`config.mk`:
```
export PLATFORM = sky130hd
export DESIGN_NAME = multicycle_ctrl
export DESIGN_NICKNAME = d
export VERILOG_FILES = /design/src/rtl/rv32i_ctrl_pkg.sv /design/src/rtl/rv32i_decode.sv /design/src/rtl/multicycle_ctrl.sv
export SDC_FILE = /design/constraint.sdc
export NUM_CORES = 1
export LEC_CHECK = 0
export ABC_AREA = 1
export CORE_AREA = 2 2 39 41
export DETAILED_ROUTE_END_ITERATION = 12
export DIE_AREA = 0 0 41 43
export DONT_BUFFER_PORTS = 1
export PLACE_DENSITY_LB_ADDON = 0.15
export SYNTH_ARGS = -nofsm -noshare
export SYNTH_HDL_FRONTEND = slang
export SYNTH_SLANG_ARGS = --single-unit
```
`constraint.sdc`:
```
create_clock -name clk -period 2 [get_ports clk]
set_clock_uncertainty 0.15 [all_clocks]
set_input_delay 0.4 -clock clk [delete_from_list [all_inputs] [get_ports clk]]
set_output_delay 0.4 -clock clk [all_outputs]
set_load 0.005 [all_outputs]
```
`src/rtl/rv32i_ctrl_pkg.sv`:
```
// rv32i_ctrl_pkg: shared state, class, opcode and control-word definitions for the multi-cycle sequencer
package rv32i_ctrl_pkg;
  typedef enum logic [2:0] {S_FETCH, S_DECODE, S_EXEC, S_MEM, S_WB, S_HALT} state_e;
  typedef enum logic [2:0] {CL_ALU, CL_LOAD, CL_STORE, CL_BRANCH, CL_JUMP, CL_NOP} class_e;
  localparam logic [6:0] OPC_LUI    = 7'b0110111;
  localparam logic [6:0] OPC_AUIPC  = 7'b0010111;
  localparam logic [6:0] OPC_JAL    = 7'b1101111;
  localparam logic [6:0] OPC_JALR   = 7'b1100111;
  localparam logic [6:0] OPC_BRANCH = 7'b1100011;
  localparam logic [6:0] OPC_LOAD   = 7'b0000011;
  localparam logic [6:0] OPC_STORE  = 7'b0100011;
  localparam logic [6:0] OPC_OPIMM  = 7'b0010011;
  localparam logic [6:0] OPC_OP     = 7'b0110011;
  localparam logic [6:0] OPC_FENCE  = 7'b0001111;
  localparam logic [2:0] IMM_I = 3'b000;
  localparam logic [2:0] IMM_S = 3'b010;
  localparam logic [2:0] IMM_B = 3'b011;
  localparam logic [2:0] IMM_U = 3'b100;
  localparam logic [2:0] IMM_J = 3'b101;
  localparam logic [3:0] ALU_ADD   = 4'b0000;
  localparam logic [3:0] ALU_SUB   = 4'b0001;
  localparam logic [3:0] ALU_SLL   = 4'b0010;
  localparam logic [3:0] ALU_SLT   = 4'b0011;
  localparam logic [3:0] ALU_SLTU  = 4'b0100;
  localparam logic [3:0] ALU_XOR   = 4'b0101;
  localparam logic [3:0] ALU_SRL   = 4'b0110;
  localparam logic [3:0] ALU_SRA   = 4'b0111;
  localparam logic [3:0] ALU_OR    = 4'b1000;
  localparam logic [3:0] ALU_AND   = 4'b1001;
  localparam logic [3:0] ALU_PASSB = 4'b1010;
  localparam logic [1:0] WB_MEM = 2'b00;
  localparam logic [1:0] WB_ALU = 2'b01;
  localparam logic [1:0] WB_PC4 = 2'b10;
  typedef struct packed {
    logic [2:0] imm_sel;
    logic       br_un;
    logic       a_sel;
    logic       b_sel;
    logic [3:0] alu_sel;
    logic [1:0] wb_sel;
    logic       reg_wen;
    logic       pc_wen;
    logic       pc_sel;
  } ctrl_t;
  function automatic logic [3:0] alu_f3(input logic [2:0] f3, input logic alt);
    case (f3)
      3'b000:  return alt ? ALU_SUB : ALU_ADD;
      3'b001:  return ALU_SLL;
      3'b010:  return ALU_SLT;
      3'b011:  return ALU_SLTU;
      3'b100:  return ALU_XOR;
      3'b101:  return alt ? ALU_SRA : ALU_SRL;
      3'b110:  return ALU_OR;
      default: return ALU_AND;
    endcase
  endfunction
endpackage

```
`src/rtl/rv32i_decode.sv`:
```
// rv32i_decode: combinational RV32I decode into the EXEC control word, instruction class and illegal flag
module rv32i_decode
  import rv32i_ctrl_pkg::*;
(
  input  logic [31:0] inst,
  input  logic        br_eq,
  input  logic        br_lt,
  output ctrl_t       cw,
  output class_e      cls,
  output logic        illegal
);
  logic [6:0] op;
  logic [2:0] f3;
  logic       alt;
  logic       taken;
  assign op  = inst[6:0];
  assign f3  = inst[14:12];
  assign alt = inst[30];
  // f3[0] inverts the sense, f3[2] picks less-than over equality
  assign taken = f3[0] ^ (f3[2] ? br_lt : br_eq);
  always_comb begin
    cw = '0;
    cls = CL_NOP;
    illegal = 1'b0;
    case (op)
      OPC_OP: begin
        cls = CL_ALU;
        cw.alu_sel = alu_f3(f3, alt);
        cw.reg_wen = 1'b1;
        cw.wb_sel = WB_ALU;
        cw.pc_wen = 1'b1;
        illegal = alt && f3 != 3'b000 && f3 != 3'b101;
      end
      OPC_OPIMM: begin
        cls = CL_ALU;
        cw.imm_sel = IMM_I;
        cw.b_sel = 1'b1;
        cw.alu_sel = alu_f3(f3, alt);
        cw.reg_wen = 1'b1;
        cw.wb_sel = WB_ALU;
        cw.pc_wen = 1'b1;
        illegal = alt && f3 != 3'b101;
      end
      OPC_LUI: begin
        cls = CL_ALU;
        cw.imm_sel = IMM_U;
        cw.b_sel = 1'b1;
        cw.alu_sel = ALU_PASSB;
        cw.reg_wen = 1'b1;
        cw.wb_sel = WB_ALU;
        cw.pc_wen = 1'b1;
      end
      OPC_AUIPC: begin
        cls = CL_ALU;
        cw.imm_sel = IMM_U;
        cw.a_sel = 1'b1;
        cw.b_sel = 1'b1;
        cw.reg_wen = 1'b1;
        cw.wb_sel = WB_ALU;
        cw.pc_wen = 1'b1;
      end
      OPC_JAL: begin
        cls = CL_JUMP;
        cw.imm_sel = IMM_J;
        cw.a_sel = 1'b1;
        cw.b_sel = 1'b1;
        cw.reg_wen = 1'b1;
        cw.wb_sel = WB_PC4;
        cw.pc_wen = 1'b1;
        cw.pc_sel = 1'b1;
      end
      OPC_JALR: begin
        cls = CL_JUMP;
        cw.imm_sel = IMM_I;
        cw.b_sel = 1'b1;
        cw.reg_wen = 1'b1;
        cw.wb_sel = WB_PC4;
        cw.pc_wen = 1'b1;
        cw.pc_sel = 1'b1;
        illegal = f3 != 3'b000;
      end
      OPC_BRANCH: begin
        cls = CL_BRANCH;
        cw.imm_sel = IMM_B;
        cw.a_sel = 1'b1;
        cw.b_sel = 1'b1;
        cw.br_un = f3[2] & f3[1];
        cw.pc_wen = 1'b1;
        cw.pc_sel = taken;
        illegal = f3[2:1] == 2'b01;
      end
      OPC_LOAD: begin
        cls = CL_LOAD;
        cw.imm_sel = IMM_I;
        cw.b_sel = 1'b1;
        illegal = f3 == 3'b011 || f3[2:1] == 2'b11;
      end
      OPC_STORE: begin
        cls = CL_STORE;
        cw.imm_sel = IMM_S;
        cw.b_sel = 1'b1;
        illegal = f3[2];
      end
      OPC_FENCE: cw.pc_wen = 1'b1;
      default:   illegal = 1'b1;
    endcase
    if (inst[1:0] != 2'b11) illegal = 1'b1;
  end
endmodule

```
`src/rtl/multicycle_ctrl.sv`:
```
// multicycle_ctrl: RV32I multi-cycle sequencer sharing one memory port between fetch and load/store
module multicycle_ctrl
  import rv32i_ctrl_pkg::*;
#(
  parameter int DATA_WIDTH = 32
) (
  input  logic                  clk,
  input  logic                  rst,
  input  logic [DATA_WIDTH-1:0] Inst,
  input  logic                  BrEq,
  input  logic                  BrLT,
  input  logic                  MemReady,
  output logic                  MemReq,
  output logic                  AddrSel,
  output logic                  MemRW,
  output logic                  IRWEn,
  output logic                  PCWEn,
  output logic                  PCSel,
  output logic [2:0]            ImmSel,
  output logic                  RegWEn,
  output logic                  BrUn,
  output logic                  ASel,
  output logic                  BSel,
  output logic [3:0]            ALUSel,
  output logic [1:0]            WBSel,
  output logic                  InstRet,
  output logic                  Halt
);
  state_e state_q, state_d;
  ctrl_t  cw;
  class_e cls;
  logic   illegal;
  logic   is_store;
  rv32i_decode u_decode (
    .inst    (Inst[31:0]),
    .br_eq   (BrEq),
    .br_lt   (BrLT),
    .cw      (cw),
    .cls     (cls),
    .illegal (illegal)
  );
  assign is_store = cls == CL_STORE;
  always_comb begin
    state_d = state_q;
    MemReq = 1'b0;
    AddrSel = 1'b0;
    MemRW = 1'b0;
    IRWEn = 1'b0;
    PCWEn = 1'b0;
    PCSel = 1'b0;
    ImmSel = '0;
    RegWEn = 1'b0;
    BrUn = 1'b0;
    ASel = 1'b0;
    BSel = 1'b0;
    ALUSel = '0;
    WBSel = '0;
    Halt = 1'b0;
    // reset silences every output, abandoning any pending memory request
    if (!rst) begin
      case (state_q)
        S_FETCH: begin
          MemReq = 1'b1;
          IRWEn = MemReady;
          state_d = MemReady ? S_DECODE : S_FETCH;
        end
        S_DECODE: state_d = illegal ? S_HALT : S_EXEC;
        S_EXEC: begin
          {ImmSel, BrUn, ASel, BSel, ALUSel, WBSel, RegWEn, PCWEn, PCSel} = cw;
          state_d = (cls == CL_LOAD || is_store) ? S_MEM : S_FETCH;
        end
        S_MEM: begin
          MemReq = 1'b1;
          AddrSel = 1'b1;
          MemRW = is_store;
          ImmSel = cw.imm_sel;
          BSel = 1'b1;
          ALUSel = ALU_ADD;
          PCWEn = MemReady & is_store;
          state_d = MemReady ? (is_store ? S_FETCH : S_WB) : S_MEM;
        end
        S_WB: begin
          RegWEn = 1'b1;
          WBSel = WB_MEM;
          PCWEn = 1'b1;
          state_d = S_FETCH;
        end
        S_HALT:  Halt = 1'b1;
        default: state_d = S_FETCH;
      endcase
    end
    InstRet = PCWEn;
  end
  always_ff @(posedge clk) state_q <= rst ? S_FETCH : state_d;
endmodule
```
# Word-level counts from Yosys, hierarchy flattened
# Index checks and enable logic that the tools add are counted.
# totals
inputBits	37
reg_bits	3
# op_classes
eq_ne	27
n_bitwise	3
mux	49
reduce_logical	18
# ops
op	count
one-hot mux 3 bit (5 select lines)	2
two-way mux 1 bit	28
one-hot mux 4 bit (7 select lines)	1
== test 7 x 6 -> 1 bit, second input constant	3
== test 7 bit, second input constant	3
OR reduction 8 bit	2
== test 3 x 2 -> 1 bit, second input constant	5
== test 3 bit, second input constant	5
two-way mux 3 bit	5
== test 7 x 5 -> 1 bit, second input constant	2
one-hot mux 3 bit (4 select lines)	1
OR reduction 2 bit	5
== test 3 x 1 -> 1 bit, second input constant	3
two-way mux 4 bit	2
one-hot mux 4 bit (2 select lines)	1
OR reduction 4 bit	2
== test 7 x 2 -> 1 bit, second input constant	1
== test 7 x 4 -> 1 bit, second input constant	1
one-hot mux 1 bit (7 select lines)	1
zero test 3 bit	2
two-way mux 2 bit	3
one-hot mux 1 bit (2 select lines)	3
one-hot mux 3 bit (2 select lines)	1
logical AND 1 bit	3
other kinds (10)	12

# Longest topological paths before layout
# Gate-level depths: netlist (run 1).
# logic_depth
depth_word	7
depth_mapped	12
depth_no_buf	12

# Hierarchy
# A second synthesis (run 1) with hierarchy kept.
# hier_totals
cells_unflattened	181
hier_area_um2	894.6
# by_module_without_submodules
mod	instances	area_each_um2	cells_per_inst
rv32i_decode	1	489.2	98
multicycle_ctrl	1	405.4	83

# Worst setup path before layout (run 1)
# No wires, ideal clock.
# synth_timing
path_type	in2out
from	in Inst[1]
to	out PCWEn
path_slack_ps	148
path_buffers	1
cell_stages	9
t_arrival_ps	1302
cell_sequence	nand2_1 > nor2_4 > inv_2 > nor2_4 > inv_2 > nand3_1 > nand2_1 > a21oi_1 > buf_4
# synth_via
elab_chain_len	7
# synth_lines
item	line_no	rtl
start, declared	multicycle_ctrl.sv:9	input logic [DATA_WIDTH-1:0] Inst,
== test 7 x 6 -> 1 bit (tied with other cells)	rv32i_decode.sv:25	case (op)
OR reduction 4 bit (no source line) or OR reduction 2 bit (tied branches)	--	
one-hot mux 3 bit (5 select lines)	rv32i_decode.sv:25	
== test 3 x 2 -> 1 bit	multicycle_ctrl.sv:42	assign is_store = cls == CL_STORE;
bitwise AND 1 bit	multicycle_ctrl.sv:79	PCWEn = MemReady & is_store;
one-hot mux 1 bit (3 select lines) *	multicycle_ctrl.sv:61	case (state_q)
two-way mux 1 bit *	multicycle_ctrl.sv:60	if (!rst) begin
end, declared	multicycle_ctrl.sv:17	output logic PCWEn,
# Every way passes the cells marked *; elsewhere a longest branch is shown, timed or not.

# Final worst setup path (run 1)
# layout_timing
from	reg state_q[2]
to	out ALUSel[3]
# layout_via
elab_chain_len	3
# layout_lines
item	line_no	rtl
start, declared	multicycle_ctrl.sv:29	state_e state_q, state_d;
start signal, assigned	multicycle_ctrl.sv:94	always_ff @(posedge clk) state_q <= rst ? S_FETCH : state_d;
== test 3 x 2 -> 1 bit	multicycle_ctrl.sv:61	
two-way mux 4 bit	multicycle_ctrl.sv:61	
two-way mux 4 bit	multicycle_ctrl.sv:60	
end, declared	multicycle_ctrl.sv:24	output logic [3:0] ALUSel,
# Every way passes these cells.

==> reports/metrics.yaml, run 1 <==
placed_design:
  gp_congestion: 0.845
  place_ws_ns: 0.128
  numPortBuffers: 0
  dp_hpwl_um: 1500
  dp.cells: 154
layout:
  fill_cells: 158
  multi_input_area_sq_um: 572
  area_growth_pct: 13.7
  drive_gt1_frac: 0.196
  fin_nets: 181
  antenna_cells: 0
  final_cells: 159
  ff_latch_area_sq_um: 63.8
  largest_reg_flops: 3
  top_register: "state_q"
  reg_top3: "state_q: 3 flops"
setup_path:
  r2r-end: "state_q[1]"
  start_kind: "register"
  critPathMaxFanout: 5
  r2r_cells: 7
  r2r_slack_ns: 0.68
  worstSetupPathType: "register to output port"
  critPathCaptureType: "output port"
  cp_data_required_time_ns: 1.45
  arrival_ns: 1.40
  r2r-start: "state_q[0]"
grt:
  first_global_vias: 709
  grt_max_degree: 10
  grt_first_pass_wirelength_um: 2700
  overflow: 0
  antenna_found_initial: 0
  grt_usage: 0.219
drt:
  ant_nets: 0
  via_count: 861
  routedWlPerCell_um: 11.7
  remaining_drc_errors: 0
  wl_um: 1860
  drtIter0Drc: 21
  viasPerCell: 5.42
  drt-pass1-iter-count: 4
synth:
  syn-cell-area_sq_um: 706
  synth_fp_nets: 175
  ys_types: 24
  synthCells: 138
  ys.warnings.count: 0
  avgSynthCellArea_sq_um: 5.11
  ys_seq_area_frac: 0.0851
  ys_seq_elements: 3
floorplan:
  coreArea_sq_mm: 0.00138
  die_y_um: 43
  start_util: 0.510
  num_rows: 14
  die_w_um: 41
  die_area_sq_mm: 0.00176
  io_pins: 58
sta:
  setup_viol: 0
  fmax_mhz: 514
  finalWorstSetupSlack_ns: 0.0540
  slew_headroom: 0.708
  setup_tns_ns: 0
  min_period_ns: 1.95
  worst_pin_slew_ns: 0.435
  timing.final.hold_violations: 0
  rsz0062_at_grt: "yes"
  maxSlewViolCount: 0
  period_share: 0.973
clock_tree:
  cts_tree: "yes"
  cts_buffer_depth: 2
  cts_num_sinks: 3
  h-tree-depth: 1
  cts.reportedPaths.clkPinSlew_ns: 0.04
  cts_buffers: 3
  clkLatencyLatePin_ns: 0.24
  cts_root_buffer: "clkbuf_4"
  cts_hold_buf: 0
worst_hold_path:
  min_path_cells: 1
  holdPathEnd: "state_q[1]"
  hold_class: "input port to register"
  hold_start: "rst"
outcome:
  status: "completed"
power:
  power_density_mw_per_mm2: 374
  p_leak_nw: 0.367
  ir_worst_vdd_v: 0.000162
flow_run:
  drv_cap: 0
Yosys cell counts:
cell type	n	area, sq um
nor3_1	10	50.1
o31ai_1	1	7.51
nand2_1	31	116
xor2_1	1	8.76
o21ai_0	4	20.0
dfxtp_1	3	60.1
buf_4	1	7.51
inv_2	4	15.0
nand2_2	2	12.5
nand3_1	11	55.1
nor2_1	24	90.1
buf_2	1	5.00
a2111oi_2	1	15.0
a21oi_2	2	17.5
a21oi_1	8	40.0
nor2_2	1	6.26
o311ai_0	1	8.76
nand3_2	1	10.0
nand4_1	1	6.26
nor2_4	4	45.0
o211ai_1	1	7.51
nor4_1	1	6.26
a31oi_1	2	12.5
inv_1	22	82.6
cells by family (layout without fill, tap and decap cells):
family	after synthesis	after routing	synth area share
buffers and inverters	28	33	0.156
xor gates and xnor gates	1	1	0.0124
and+or+nand+nor	86	86	0.564
AOI/OAI and AO/OA	20	20	0.183
DFF	3	3	0.0851
power by group:
part | internal, mW | switching, mW | total, mW
clock network | 0.0751 | 0.0369 | 0.112
registers | 0.0680 | 0.00724 | 0.0753
logic | 0.0368 | 0.0759 | 0.113
final cells by class:
| class | instances | area share |
|---|---|---|
| flip-flops and latches | 3 | 0.0796 |
| multi-input cells | 107 | 0.713 |
| well taps | 16 | 0.0250 |
| clock buffers | 4 | 0.0328 |
| repair buffers | 3 | 0.0281 |
| inverters | 26 | 0.122 |
metal layers:
layer / track usage / up-vias / share of wire / wire length, um
met2: 0.378 / 23 / 0.52 / 963
met5: 0 / - / 0 / 0
met4: 0.100 / 0 / 0.018 / 34
met3: 0.0157 / 4 / 0.054 / 101
li1: - / 455 / - / -
met1: 0.254 / 379 / 0.41 / 762
per-stage QoR:
step                power (mW)  instance area, sq um  hold WS, ns   util
finish                   0.300                   802       0.0726  0.580
global route             0.323                   802       0.0734  0.580
CTS                      0.295                   761       0.0764  0.550
detailed placement       0.183                   728        0.325  0.526
global placement         0.181                   728        0.325  0.526
floorplan                0.165                   706        0.319      -
what timing repair did:
| action | 4_1_cts | 5_1_grt |
|---|---|---|
| gates resized for setup | 2 | 11 |
| setup endpoints to repair | 4 | 9 |
| pin swaps | 0 | 2 |
| setup buffers | 0 | 1 |
critical path: stages (launching register included):
cell and delay (ns):
dfxtp_1 0.31, nor2_2 0.17, inv_2 0.09, nor2_4 0.17, nand2_1 0.17, o31ai_2 0.25
worst max path at each step:
stage / start / end / slack, ns / cells after the start
final: state_q[2] / ALUSel[3] / 0.05 / 5
after global routing: state_q[0] / ALUSel[0] / -0.03 / 5
after CTS: state_q[2] / ALUSel[3] / 0.005 / 5
after detailed placement: rst / RegWEn / 0.13 / 7
after global placement: rst / RegWEn / 0.14 / 7
after floorplan: Inst[1] / PCWEn / 0.15 / 9
cell usage in the layout (no fill, tap or decap), types with 2 or more instances in the layout:
cell	n
a21oi_2	3
nand2_1	31
clkbuf_4	3
nor2_2	2
nor2_1	22
dfxtp_1	2
buf_4	3
a21oi_1	7
a31oi_1	2
inv_1	21
o21ai_0	2
o21ai_1	2
nor2_4	5
nand3_1	11
nor3_1	9
inv_2	5
nand2_2	2
(Power assumes the default switching activity.)
==> run 2, diff against run 1 <==
--- a/config.mk
+++ b/config.mk
@@ -11,6 +11,7 @@
 export DIE_AREA = 0 0 41 43
 export DONT_BUFFER_PORTS = 1
 export PLACE_DENSITY_LB_ADDON = 0.15
+export SETUP_SLACK_MARGIN = 0.3
 export SYNTH_ARGS = -nofsm -noshare
 export SYNTH_HDL_FRONTEND = slang
 export SYNTH_SLANG_ARGS = --single-unit
==> constraint.sdc (replaced) <==
create_clock -name clk -period 2.1 [get_ports clk]
set_clock_uncertainty 0.15 [all_clocks]
set_input_delay 0.42 -clock clk [delete_from_list [all_inputs] [get_ports clk]]
set_output_delay 0.42 -clock clk [all_outputs]
set_load 0.005 [all_outputs]
==> run 2 against run 1 <==
Critical endpoint unchanged; power increased by 9.1%; setup slack improved by 0.22 ns; die area unchanged; global-route usage increased by 3.2 points; count of clock-buffer cells in the layout unchanged; critical path depth increased by 1; combinational power increased by 23%; sequential power increased by 13%; register-to-register slack improved by 0.07 ns; core utilization increased by 15 points; clock power decreased by 8%; via count increased by 8.6%.
==> reports/metrics.yaml, run 2 (same netlist as run 1, synthesis figures left out) <==
outcome:
  status: "completed"
sta:
  rsz0062_at_grt: "yes"
  min_period_ns: 1.82
  fmax_mhz: 549
  worst_pin_slew_ns: 0.425
  setup_tns_ns: 0
  slew_headroom: 0.714
  timing.final.hold_violations: 0
  maxSlewViolCount: 0
  setup_viol: 0
  period_share: 0.868
  finalWorstSetupSlack_ns: 0.277
layout:
  reg_top3: "state_q: 3 flops"
  largest_reg_flops: 3
  fin_nets: 188
  antenna_cells: 0
  top_register: "state_q"
  area_growth_pct: 42.6
  final_cell_mix: "nand2_1 (26), nor2_1 (20), inv_1 (16)"
  fill_cells: 117
  final_common_cell: "nand2_1"
  drive_gt1_frac: 0.413
  final_cells: 166
setup_path:
  critPathCaptureType: "output port"
  crit_chain: "nor2_4, inv_2, nor2_4, buf_4, nand3_2, o31ai_2"
  cp_data_required_time_ns: 1.53
  cpMostUsedCell: "nor2_4"
  critPathMaxStageDelay_ns: 0.37
  start_kind: "register"
  critPathMaxFanout: 6
  worstSetupPathType: "register to output port"
  cp_slowest_cell: "dfxtp_4"
  r2r_cells: 6
  arrival_ns: 1.25
drt:
  remaining_drc_errors: 0
  routedWlPerCell_um: 13.4
  drt-pass1-iter-count: 4
  ant_nets: 0
  wl_um: 2230
  drtIter0Drc: 12
  via_count: 935
  viasPerCell: 5.63
flow_run:
  drv_cap: 0
floorplan:
  die_area_sq_mm: 0.00176
  num_rows: 14
  die_y_um: 43
  coreArea_sq_mm: 0.00138
  io_pins: 58
  start_util: 0.510
  die_w_um: 41
power:
  p_leak_nw: 0.462
  power.total_uw: 327
  ir_worst_vdd_v: 0.000373
  power_density_mw_per_mm2: 325
worst_hold_path:
  hold_class: "input port to register"
  min_path_cells: 1
clock_tree:
  cts_buffers: 3
  cts_num_sinks: 3
  cts_root_buffer: "clkbuf_4"
  h-tree-depth: 1
  cts.reportedPaths.clkPinSlew_ns: 0.04
  clkLatencyLatePin_ns: 0.24
  cts_tree: "yes"
  cts_buffer_depth: 2
placed_design:
  dp_hpwl_um: 1570
  dp.cells: 153
  gp_congestion: 0.888
  place_ws_ns: 0.244
  numPortBuffers: 0
grt:
  grt_first_pass_wirelength_um: 3210
  overflow: 0
  grt_usage: 0.251
  first_global_vias: 837
  antenna_found_initial: 0
  grt_max_degree: 10
[run 2: layout make-up]
type / instances / area (sq um) / share of cell area
inverters: 26 / 118 / 0.117
clock buffers: 4 / 26.3 / 0.0261
flip-flops and latches: 3 / 68.8 / 0.0684
well taps: 16 / 20.0 / 0.0199
repair buffers: 10 / 75.1 / 0.0746
multi-input cells: 107 / 698 / 0.694
[run 2: through the flow]
stage	hold WS (ns)	cell area [sq um]	util
3_5_place_dp	0.343	754	0.545
4_1_cts	0.0855	906	0.655
6_report	0.0886	1010	0.727
3_3_place_gp	0.343	754	0.545
2_1_floorplan	0.339	739	-
5_1_grt	0.0784	1010	0.727
[run 2: power by group]
group          switching, mW  internal (mW)  total [mW]
Sequential            0.0180         0.0672      0.0852
Combinational         0.0863         0.0527       0.139
Clock                 0.0318         0.0713       0.103
Total                  0.136          0.191       0.327
[run 2: path summary, 6_finish.rpt]
path | startpoint | slack, ns | endpoint
setup / recovery | state_q[2] | 0.28 | ALUSel[3]
hold / removal | rst | 0.09 | state_q[2]
setup reg to reg | state_q[2] | 0.75 | state_q[1]
hold reg to reg | state_q[1] | 0.49 | state_q[0]
[run 2: worst max-delay path: cells and delay by family (launching register included)]
kind / cells / cell delay [ns]
AO/OA/AOI/OAI: 1 / 0.08
flip-flops: 1 / 0.37
AND/OR/NAND/NOR: 3 / 0.35
buffers and inverters: 2 / 0.20
[run 2: timing repair]
action | CTS | global route
pin swaps | 7 | 3
hold buffers | 0 | 0
gates resized for setup | 27 | 17
setup endpoints to repair | 14 | 14
setup buffers | 6 | 3
hold endpoints to repair | 0 | 0
[run 2: routing by layer]
layer | wire [um] | GRT usage
met3 | 122 | 0.0262
met2 | 1050 | 0.406
met1 | 1010 | 0.340
met5 | 0 | 0
met4 | 40 | 0.0600
